[src/rtl/arb_grant_router_if.sv]
`default_nettype none
`timescale 1ns/1ps
// ============================================================================
//  Module   : arb_grant_router_if
//  Brief    : Grant/data/ACK client bus plus the valid/ready FIFO output channel
//  Revision : 1.0  initial release
// ============================================================================
interface arb_grant_router_if #(
  parameter int DATA_W     = 8,
  parameter int FIFO_DEPTH = 4
);
  localparam int c_CNT_W = $clog2(FIFO_DEPTH) + 1;

  logic [3:0]          GNT;
  logic [3:0]          VALID;
  logic [4*DATA_W-1:0] DIN;
  logic [3:0]          ACK;
  logic [DATA_W-1:0]   dout;
  logic [1:0]          dout_id;
  logic                dout_valid;
  logic                dout_ready;
  logic [c_CNT_W-1:0]  fifo_count;
  logic                gnt_err;

  modport master (
    output GNT, VALID, DIN, dout_ready,
    input  ACK, dout, dout_id, dout_valid, fifo_count, gnt_err
  );

  modport slave (
    input  GNT, VALID, DIN, dout_ready,
    output ACK, dout, dout_id, dout_valid, fifo_count, gnt_err
  );
endinterface
`default_nettype wire

[src/rtl/arb_grant_router.sv]
`default_nettype none
`timescale 1ns/1ps
// ============================================================================
//  Module   : arb_grant_router
//  Brief    : Moves the granted client's word into a tagged FWFT FIFO with ACK
//  Revision : 1.0  initial release
// ============================================================================
module arb_grant_router #(
  parameter int DATA_W     = 8,
  parameter int FIFO_DEPTH = 4
) (
  input  logic               clk,
  input  logic               rst,
  arb_grant_router_if.slave  bus
);
  localparam int c_PTR_W = $clog2(FIFO_DEPTH);
  localparam int c_CNT_W = c_PTR_W + 1;

  logic [DATA_W-1:0]  r_mem_data [FIFO_DEPTH];
  logic [1:0]         r_mem_id   [FIFO_DEPTH];
  logic [c_PTR_W-1:0] r_wr_ptr;
  logic [c_PTR_W-1:0] r_rd_ptr;
  logic [c_CNT_W-1:0] r_count;
  logic               r_gnt_err;

  logic               w_one_hot;
  logic               w_multi;
  logic [1:0]         w_idx;
  logic               w_empty;
  logic               w_full;
  logic               w_pop;
  logic               w_push;
  logic [DATA_W-1:0]  w_din_sel;

  always_comb begin
    w_one_hot = (bus.GNT != 4'd0) && ((bus.GNT & (bus.GNT - 4'd1)) == 4'd0);
    w_multi   = (bus.GNT != 4'd0) && !w_one_hot;
    case (bus.GNT)
      4'b0010: w_idx = 2'd1;
      4'b0100: w_idx = 2'd2;
      4'b1000: w_idx = 2'd3;
      default: w_idx = 2'd0;
    endcase
    w_din_sel = bus.DIN[w_idx*DATA_W +: DATA_W];
    w_empty   = (r_count == '0);
    w_full    = (r_count == c_CNT_W'(FIFO_DEPTH));
    w_pop     = !w_empty && bus.dout_ready;
    // A full FIFO still accepts a word when the head leaves in the same cycle.
    w_push    = !rst && w_one_hot && bus.VALID[w_idx] && (!w_full || w_pop);
  end

  assign bus.ACK        = w_push ? (4'b0001 << w_idx) : 4'b0000;
  assign bus.dout       = w_empty ? '0 : r_mem_data[r_rd_ptr];
  assign bus.dout_id    = w_empty ? 2'd0 : r_mem_id[r_rd_ptr];
  assign bus.dout_valid = !w_empty;
  assign bus.fifo_count = r_count;
  assign bus.gnt_err    = r_gnt_err;

  always_ff @(posedge clk) begin
    if (w_push) begin
      r_mem_data[r_wr_ptr] <= w_din_sel;
      r_mem_id[r_wr_ptr]   <= w_idx;
    end
  end

  always_ff @(posedge clk) begin
    if (rst) begin
      r_wr_ptr  <= '0;
      r_rd_ptr  <= '0;
      r_count   <= '0;
      r_gnt_err <= 1'b0;
    end else begin
      if (w_push) r_wr_ptr <= r_wr_ptr + 1'b1;
      if (w_pop)  r_rd_ptr <= r_rd_ptr + 1'b1;
      case ({w_push, w_pop})
        2'b10:   r_count <= r_count + 1'b1;
        2'b01:   r_count <= r_count - 1'b1;
        default: r_count <= r_count;
      endcase
      if (w_multi) r_gnt_err <= 1'b1;
    end
  end
endmodule
`default_nettype wire

[src/flat_wrapper.sv]
// flat-port wrapper written by rule: the top's interface ports become plain ports
module arb_grant_router_flat 
#(
  parameter int DATA_W     = 8,
  parameter int FIFO_DEPTH = 4
)
  (clk, rst, bus_GNT, bus_VALID, bus_DIN, bus_dout_ready, bus_ACK, bus_dout, bus_dout_id, bus_dout_valid, bus_fifo_count, bus_gnt_err);
  arb_grant_router_if #(.DATA_W(DATA_W), .FIFO_DEPTH(FIFO_DEPTH)) bus_i ();
  input  logic clk;
  input  logic rst;
  input wire logic [$bits(bus_i.GNT)-1:0] bus_GNT;
  input wire logic [$bits(bus_i.VALID)-1:0] bus_VALID;
  input wire logic [$bits(bus_i.DIN)-1:0] bus_DIN;
  input wire logic [$bits(bus_i.dout_ready)-1:0] bus_dout_ready;
  output wire logic [$bits(bus_i.ACK)-1:0] bus_ACK;
  output wire logic [$bits(bus_i.dout)-1:0] bus_dout;
  output wire logic [$bits(bus_i.dout_id)-1:0] bus_dout_id;
  output wire logic [$bits(bus_i.dout_valid)-1:0] bus_dout_valid;
  output wire logic [$bits(bus_i.fifo_count)-1:0] bus_fifo_count;
  output wire logic [$bits(bus_i.gnt_err)-1:0] bus_gnt_err;
  assign bus_i.GNT = bus_GNT;
  assign bus_i.VALID = bus_VALID;
  assign bus_i.DIN = bus_DIN;
  assign bus_i.dout_ready = bus_dout_ready;
  assign bus_ACK = bus_i.ACK;
  assign bus_dout = bus_i.dout;
  assign bus_dout_id = bus_i.dout_id;
  assign bus_dout_valid = bus_i.dout_valid;
  assign bus_fifo_count = bus_i.fifo_count;
  assign bus_gnt_err = bus_i.gnt_err;
  arb_grant_router #(.DATA_W(DATA_W), .FIFO_DEPTH(FIFO_DEPTH)) u_core (.clk(clk), .rst(rst), .bus(bus_i));
endmodule
[config.mk]
export PLATFORM = sky130hd
export DESIGN_NAME = arb_grant_router_flat
export DESIGN_NICKNAME = d
export VERILOG_FILES = /design/src/rtl/arb_grant_router_if.sv /design/src/rtl/arb_grant_router.sv /design/src/flat_wrapper.sv
export SDC_FILE = /design/constraint.sdc
export NUM_CORES = 1
export LEC_CHECK = 0
export CAP_MARGIN = 15
export CORE_MARGIN = 3
export CORE_UTILIZATION = 44
export DETAILED_ROUTE_END_ITERATION = 7
export PLACE_DENSITY = 0.76
export SLEW_MARGIN = 20
export SYNTH_ARGS = -nofsm -noshare
export SYNTH_HDL_FRONTEND = slang
export SYNTH_SLANG_ARGS = --single-unit
[constraint.sdc]
create_clock -name clk -period 2.55 [get_ports clk]
set_input_delay 0.51 -clock clk [delete_from_list [all_inputs] [get_ports clk]]
set_output_delay 0.51 -clock clk [all_outputs]
set_load 0.02 [all_outputs]
==> out/results.ini, run 1 <==
[floorplan]
die_width_um = 81.0
pin_count = 62
core-area_um2 = 5270
start_util = 0.469
die_h_um = 81.0
die-area_um2 = 6560
rows = 26

[pwr]
power_leakage_nw = 1.47
ir_drop_v = 0.000275
power_density_nw_per_um2 = 532

[placement]
place_congestion = 0.755
portBuffers = 61
hpwlAfterDp_um = 3810
place_area_um2 = 3360

[layout]
n_antenna_cell = 0
design_area_um2 = 3510
syn2layout_area_growth_pct = 42.1
layout.area.seq_um2 = 1400
fin_nets = 334
multi_input_area_um2 = 1000
drive_above_1_share = 0.281
nFillCells = 413

[clock_network]
cts_root_buffer = clkbuf_8
path_clk_slew_ns = 0.08
cts_buffers = 5
clkSinkCount = 50
ctsHoldBuffers = 0
cts_max_level = 2
cts_tree = yes
cts_buffer_depth = 2
clock_latency_ns = 0.30

[detailed_routing]
num_vias = 1762
drt_iter0_drc = 90
wl_met1_um = 2180
drc = 0
routed-wl-met2_um = 2520
top_layer_used = met4
drt-total-wl_um = 5010
wl_met3_um = 239
ant_nets = 0
first_pass_iters = 4
avgRoutedWirePerCell_um = 14.1
vias_per_cell = 4.96

[sta]
rsz0062_at_grt = true
slew_viol_final = 0
period_share = 0.977
finalClockSkew_ns = 0.00342
fmax_ghz = 0.401
min_period_ns = 2.49
hold_violations = 0
setup_tns_ns = 0
whs_ns = 0.455
slew_headroom = 0.677
setup_violations = 0
worst_pin_slew_ns = 0.484

[setup_path]
worstSetupPathType = input port to flop
path_max_fanout = 10
cp-end-kind = flop
start_kind = input port
r2r_setup_slack_ns = 0.20
path_cells = buf_6, xor2_2, o211ai_1, a221oi_2, nor2_1, buf_4, inv_4, ha_4, inv_2, fa_2, xor2_1, or3_1, a21oi_1
required_ns = 2.79
cp.arrival_ns = 2.73
reg2reg_from = u_core.bus.fifo_count[0]$_SDFFE_PP0P_
r2r_cells = 8
crit_family = compound AO/OA/AOI/OAI gates
critPathBufInv = 4
cp_slowest_cell = fa_2
r2r_end = u_core.bus.fifo_count[2]$_SDFFE_PP0P_
slowest_delay_ns = 0.35

[synth]
synth_seq_cells = 50
yosysWarnings = 0
ys_top_cells_by_count = edfxtp_1 (40), nand2_1 (18), nor2_1 (13)
synthArstFlopShare = 0
synth.most_common_cell = edfxtp_1
synth_top_area_frac = 0.486
syn_area_per_cell_um2 = 12.8
yosysUniqueCellTypes = 43
synth_edf_count = 40
syn-instance-count = 193
synth_top_area_cell = edfxtp_1
synth.net_count = 242
syn_area_um2 = 2470
ys_seq_area_frac = 0.567
synthTopCellsByArea = edfxtp_1 (49%), mux4_2 (9.1%), dfxtp_1 (8.1%)
ys.flop_type = edfxtp_1

[flow_run]
max_cap_viol_count = 0

[worst_hold_path]
hold_depth = 2
hp-class = flop to flop
worstHoldEndpoint = u_core.bus.gnt_err$_SDFFE_PP0P_
worstHoldStart = u_core.bus.gnt_err$_SDFFE_PP0P_

[run_status]
status = completed

[global_routing]
grt_pass1_vias = 1754
antenna_found_initial = 0
gr-total-overflow = 0
grt.total_usage = 0.167
grt_start_max_net_pins = 16
grt_pass1_wl_um = 8340

==> tightest hold or removal path: cells and delay by family (launching register included) <==
kind,cells,cell delay [ns]
compound gates,1,0.05
buf+inv,1,0.05
flops,1,0.32
==> state kept, by name, summed over array words and instances (netlist names), named ones only <==
name and count:
u_core.r_mem_id 8, u_core.bus.gnt_err 1, u_core.r_wr_ptr 2, u_core.r_mem_data 32, u_core.r_rd_ptr 2, u_core.bus.fifo_count 3
==> what timing repair did <==
item | 4_1_cts | 5_1_grt
endpoints found under the setup margin | 9 | 13
pin swaps | 10 | 6
setup buffers | 3 | 0
gates resized for setup | 50 | 11
cloned | 0 | 0
==> stage by stage <==
stage	utilization	power [mW]	worst slack, ns	std cells
finish	0.667	1.87	0.0578	355
detailed placement	0.638	1.45	-0.822	345
CTS	0.661	1.89	0.00245	355
global placement	0.638	1.44	-0.725	345
global route	0.667	1.96	-0.0632	355
floorplan	-	1.21	-0.0336	193
==> cells by family (layout without fill, tap and decap cells) <==
group,after synthesis,after routing,synth area share
muxes,17,17,0.126
adders and majority gates,7,7,0.0374
and+or+nand+nor,67,67,0.142
DFF,50,50,0.567
buffers and inverters,22,114,0.0465
xor gates and xnor gates,6,6,0.0212
AOI/OAI and AO/OA,24,24,0.0607
==> worst max path at each step <==
stage | end | from | cells after the start
after floorplan | u_core.bus.fifo_count[2]$_SDFFE_PP0P_ | bus_GNT[2] | 12
after global placement | u_core.bus.fifo_count[2]$_SDFFE_PP0P_ | bus_GNT[3] | 13
after detailed placement | u_core.bus.fifo_count[2]$_SDFFE_PP0P_ | bus_GNT[3] | 13
after CTS | bus_ACK[1] | bus_VALID[3] | 8
after global routing | u_core.bus.fifo_count[2]$_SDFFE_PP0P_ | bus_GNT[1] | 13
final | u_core.bus.fifo_count[2]$_SDFFE_PP0P_ | bus_GNT[3] | 13
==> cell usage in the layout, fill, tap and decap left out, types with 2 or more instances in the layout <==
cell and count:
clkdlybuf4s50_1 40, edfxtp_1 40, buf_4 33, nand2_1 18, nor2_1 13, and2_1 12, mux4_2 10, dfxtp_1 10
dlymetal6s2s_1 10, inv_1 8, and3_1 7, a31oi_1 7, a21oi_1 6, mux2_2 5, clkbuf_8 5, ha_1 4
buf_2 4, buf_6 4, or3_1 3, xor2_1 3, dlygate4sd2_1 3, o22ai_1 2, xnor2_1 2, nand3b_1 2
mux2_4 2, nor2_2 2, o21ai_0 2, nand3_1 2
==> power by group <==
part | switching [mW] | internal [mW] | leakage (nW)
Clock | 0.247 | 0.190 | 0.0444
Combinational | 0.229 | 0.277 | 0.981
Sequential | 0.0176 | 0.911 | 0.443
==> final cells by class <==
type / count / area share
well taps: 70 / 0.0249
clock inverters: 2 / 0.00392
repair buffers: 96 / 0.255
flip-flops and latches: 50 / 0.399
inverters: 11 / 0.0125
multi-input cells: 121 / 0.286
clock buffers: 5 / 0.0196
==> per-layer routing <==
metal	global-route usage	up-vias
met5	0	-
met4	0.0557	0
met3	0.0377	9
met2	0.282	49
met1	0.213	815
li1	-	889
No activity file was read; power rests on OpenSTA's default activity.
==> run 2: changes to the inputs <==
--- a/config.mk
+++ b/config.mk
@@ -6,8 +6,8 @@
 export NUM_CORES = 1
 export LEC_CHECK = 0
 export CAP_MARGIN = 15
-export CORE_MARGIN = 3
 export CORE_UTILIZATION = 44
+export CTS_CLUSTER_DIAMETER = 150
 export DETAILED_ROUTE_END_ITERATION = 7
 export PLACE_DENSITY = 0.76
 export SLEW_MARGIN = 20
==> run 2 against run 1 <==
The run now ends with negative setup slack left; cell count down 0.56%; maximum frequency down 2.5%; clock skew up 0.0058 ns; register-to-register slack worse by 0.07 ns; critical endpoint unchanged; largest cell class unchanged; highest routed layer unchanged.
==> out/results.ini, run 2 (synthesis results as in run 1) <==
[sta]
setup_violations = 1
slew_viol_final = 0
hold_violations = 0
whs_ns = 0.455
setup_tns_ns = -0.00566
fin_ws_ns = -0.00566
fmax_ghz = 0.391
slew_headroom = 0.644
finalClockSkew_ns = 0.00924
period_share = 1.00
worst_pin_slew_ns = 0.534
min_period_ns = 2.56
rsz0062_at_grt = true

[layout]
post_layout_nonfiller_instances = 353
design_area_um2 = 3630
regMostFlops = u_core.r_mem_data
drive_above_1_share = 0.300
n_antenna_cell = 0
mostFrequentLayoutCells = edfxtp_1 (40), clkdlybuf4s50_1 (39), buf_4 (28)
utilization = 0.689
largest_register_ffs = 32
syn2layout_area_growth_pct = 46.8
layout_commonest_cell = edfxtp_1
fin_nets = 331

[detailed_routing]
avgRoutedWirePerCell_um = 14.7
ant_nets = 0
first_pass_iters = 4
drc = 0
drt_iter0_drc = 91
drt-total-wl_um = 5190
num_vias = 1804
vias_per_cell = 5.11

[placement]
place_congestion = 0.814
hpwlAfterDp_um = 3730
place_area_um2 = 3320
portBuffers = 61
dp_cells = 340
pre_cts_ws_ns = -0.795

[flow_run]
max_cap_viol_count = 0

[pwr]
power_density_nw_per_um2 = 573
power_leakage_nw = 1.52
finalPower_mw = 2.08
ir_drop_v = 0.000382

[clock_network]
cts_buffers = 5
cts_max_level = 2
cts_root_buffer = clkbuf_8
cts_tree = yes
clock_latency_ns = 0.30
clkSinkCount = 50
path_clk_slew_ns = 0.09
cts_buffer_depth = 2

[run_status]
violations = negative setup slack
status = complete, but fails checks

[setup_path]
cp_common_cell = xor2_2
reg2reg_from = u_core.bus.fifo_count[0]$_SDFFE_PP0P_
critPathBufInv = 4
worstSetupPathType = input port to flop
path_max_fanout = 5
start_kind = input port
required_ns = 2.79
cp_slowest_cell = fa_2
slowest_delay_ns = 0.36
cp-startpoint = bus_GNT[3]
cp-end-kind = flop
path_cells = buf_12, xor2_2, o211ai_1, a221oi_4, nor2_2, buf_6, inv_4, ha_4, inv_2, fa_2, xor2_2, or3_1, a21oi_1
crit_family = compound AO/OA/AOI/OAI gates
cp.arrival_ns = 2.79

[floorplan]
die_h_um = 77.0
pin_count = 62
die_width_um = 77.0
die-area_um2 = 5930
core-area_um2 = 5270
rows = 26
start_util = 0.469

[global_routing]
grt_pass1_vias = 1774
antenna_found_initial = 0
grt_pass1_wl_um = 8180
gr-total-overflow = 0
grt.total_usage = 0.179
grt_start_max_net_pins = 16

[worst_hold_path]
hp-class = flop to flop
worstHoldStart = u_core.bus.gnt_err$_SDFFE_PP0P_

==> run 2: cell count changes in the layout (fill, tap and decap cells not counted), moves of 2 or more <==
cell | before | now
dlygate4sd2_1 | 3 | 1
dlymetal6s2s_1 | 10 | 13
bufinv_16 | 0 | 2
buf_4 | 33 | 28
==> run 2: layout make-up <==
cell class,count,area (um^2)
clock buffer,5,68.8
clock inverter,3,63.8
fill,393,1640
inverter,11,43.8
multi-input combinational,121,1050
sequential,50,1400
tap,70,87.6
timing repair buffer,93,913
==> run 2: final timing paths <==
path,end,slack (ns),cells past startpoint
max,u_core.bus.fifo_count[2]$_SDFFE_PP0P_,-0.006,13
min reg2reg,u_core.bus.gnt_err$_SDFFE_PP0P_,0.45,2
max reg2reg,u_core.bus.fifo_count[2]$_SDFFE_PP0P_,0.13,8
min,u_core.bus.gnt_err$_SDFFE_PP0P_,0.45,2
==> run 2: worst reg2reg max path: stages (launching register included) <==
cell	delay, ns
dfxtp_1	0.46
or3_1	0.37
and2_1	0.29
ha_4	0.17
inv_2	0.04
fa_2	0.37
xor2_2	0.18
or3_1	0.36
a21oi_1	0.13
==> run 2: power by group <==
part | switching, mW | internal (mW) | total, mW
registers | 0.0194 | 0.911 | 0.930
clock network | 0.239 | 0.388 | 0.626
logic | 0.234 | 0.290 | 0.524
==> run 2: repair_timing <==
item | in CTS | in global routing
buffers inserted | 1 | 3
cloned | 0 | 1
hold buffers | 0 | 0
setup endpoints to repair | 48 | 15
pin swaps | 2 | 13
gates resized for setup | 34 | 44
==> run 2: per-layer routing <==
layer	vias to the layer above	share of wire	GRT usage
met4	0	0.015	0.0811
li1	876	-	-
met1	858	0.43	0.218
met2	62	0.51	0.313
met5	-	0	0
met3	8	0.044	0.0286
==> run 3: changes to the inputs <==
--- a/config.mk
+++ b/config.mk
@@ -5,7 +5,8 @@
 export SDC_FILE = /design/constraint.sdc
 export NUM_CORES = 1
 export LEC_CHECK = 0
-export CAP_MARGIN = 15
+export CAP_MARGIN = 20
+export CORE_ASPECT_RATIO = 0.8
 export CORE_UTILIZATION = 44
 export CTS_CLUSTER_DIAMETER = 150
 export DETAILED_ROUTE_END_ITERATION = 7
==> run 3 against run 2 <==
Global-route usage grew 0.91 points; clock skew shrank 0.0036 ns; first-iteration DRC count grew 1.1%; the flow now finishes without violations; critical path depth grew 1; cell count grew 5.9%; critical endpoint unchanged; critical path type unchanged; largest power group unchanged; wire length shrank 0.71%; die area is essentially flat.
==> out/results.ini, run 3 (synthesis results as in run 1) <==
[floorplan]
start_util = 0.455
die-area_um2 = 5930
core-area_um2 = 5440
pin_count = 62
die_width_um = 85.8
die_h_um = 69.1
rows = 24

[setup_path]
cp.arrival_ns = 2.77
reg2reg_from = u_core.bus.fifo_count[0]$_SDFFE_PP0P_
r2r_end = u_core.bus.fifo_count[2]$_SDFFE_PP0P_
path_max_fanout = 6
start_kind = input port
r2r_cells = 8
r2r_setup_slack_ns = 0.15
cp-end-kind = flop
required_ns = 2.79
worstSetupPathType = input port to flop

[pwr]
power_leakage_nw = 1.52
ir_drop_v = 0.000207
power_density_nw_per_um2 = 552

[sta]
rsz0062_at_grt = true
slew_viol_final = 0
fmax_ghz = 0.396
slew_headroom = 0.681
setup_tns_ns = 0
whs_ns = 0.470
min_period_ns = 2.52
hold_violations = 0
finalClockSkew_ns = 0.00566
period_share = 0.990
worst_pin_slew_ns = 0.477
setup_violations = 0

[clock_network]
cts_buffer_depth = 2
cts_tree = yes
path_clk_slew_ns = 0.09
clkSinkCount = 50
clock_latency_ns = 0.30
cts_root_buffer = clkbuf_8
cts_buffers = 5
cts_max_level = 2

[layout]
layout.area.seq_um2 = 1400
mostFrequentLayoutCells = buf_4 (40), edfxtp_1 (40), clkdlybuf4s50_1 (38)
regMostFlops = u_core.r_mem_data
fin_nets = 344
drive_above_1_share = 0.314
syn2layout_area_growth_pct = 48.4
nFillCells = 396
multi_input_area_um2 = 1020
largest_register_ffs = 32
n_antenna_cell = 0

[worst_hold_path]
worstHoldEndpoint = u_core.bus.gnt_err$_SDFFE_PP0P_
hp-class = flop to flop
worstHoldStart = u_core.bus.gnt_err$_SDFFE_PP0P_
hold_depth = 2

[global_routing]
grt.total_usage = 0.188
grt_pass1_wl_um = 8430
antenna_found_initial = 0
gr-total-overflow = 0
grt_pass1_vias = 1853
grt_start_max_net_pins = 18

[run_status]
status = completed

[detailed_routing]
drc = 0
first_pass_iters = 4
ant_nets = 0
num_vias = 1813
drt_iter0_drc = 92
avgRoutedWirePerCell_um = 13.8
vias_per_cell = 4.85
drt-total-wl_um = 5150

[flow_run]
max_cap_viol_count = 0

[placement]
hpwlAfterDp_um = 3720
place_congestion = 0.816
portBuffers = 61

==> run 3: worst max path at each step <==
stage / from / to / cells past startpoint
floorplan: bus_GNT[2] / u_core.bus.fifo_count[2]$_SDFFE_PP0P_ / 12
global placement: bus_GNT[3] / u_core.bus.fifo_count[2]$_SDFFE_PP0P_ / 13
detailed placement: bus_GNT[3] / u_core.bus.fifo_count[2]$_SDFFE_PP0P_ / 13
CTS: bus_GNT[2] / u_core.bus.fifo_count[2]$_SDFFE_PP0P_ / 13
global route: bus_GNT[3] / u_core.bus.fifo_count[2]$_SDFFE_PP0P_ / 13
finish: bus_GNT[1] / u_core.bus.fifo_count[2]$_SDFFE_PP0P_ / 14
==> run 3: per-stage QoR <==
stage / utilization / instance area (um^2) / instances / total power, mW / worst slack (ns)
global route: 0.675 / 3670 / 374 / 2.11 / -0.0647
detailed placement: 0.626 / 3400 / 354 / 1.46 / -0.863
global placement: 0.626 / 3400 / 354 / 1.45 / -0.745
finish: 0.675 / 3670 / 374 / 2.02 / 0.0265
CTS: 0.666 / 3620 / 372 / 2.03 / 0.00223
floorplan: - / 2490 / 193 / 1.21 / -0.0336
==> run 3: timing repair <==
item                       in CTS  in global routing
gates cloned                    0                  0
setup endpoints to repair      10                  9
resized for setup              51                 13
hold buffers                    0                  0
setup buffers                  10                  2
pin swaps                      13                  6
==> run 3: power breakdown <==
group          switching [mW]  internal, mW  total, mW
logic                   0.239         0.292      0.531
registers              0.0197         0.911      0.931
clock network           0.265         0.299      0.564
==> run 3: final cells by class <==
class / instances / share of cell area
Tap cell: 78 / 0.0266
Timing Repair Buffer: 106 / 0.271
Inverter: 11 / 0.0112
Clock buffer: 5 / 0.0187
Clock inverter: 3 / 0.0133
Multi-Input combinational cell: 121 / 0.278
Sequential cell: 50 / 0.382
==> run 3: per-layer routing <==
metal,GRT usage,routed length (um),vias to the layer above
met1,0.242,2250,815
met2,0.310,2460,85
li1,-,-,905
met5,0,0,-
met4,0.0907,91,0
met3,0.0323,353,8
==> run 3: critical path, stage by stage <==
cell and delay, ns:
buf_2 0.12, buf_6 0.13, nor4_1 0.33, nor3_1 0.11, nand2_1 0.11, nor2_2 0.07
buf_4 0.15, inv_2 0.06, ha_4 0.13, inv_2 0.04, fa_2 0.35, xor2_2 0.18
or3_1 0.37, a21oi_1 0.12
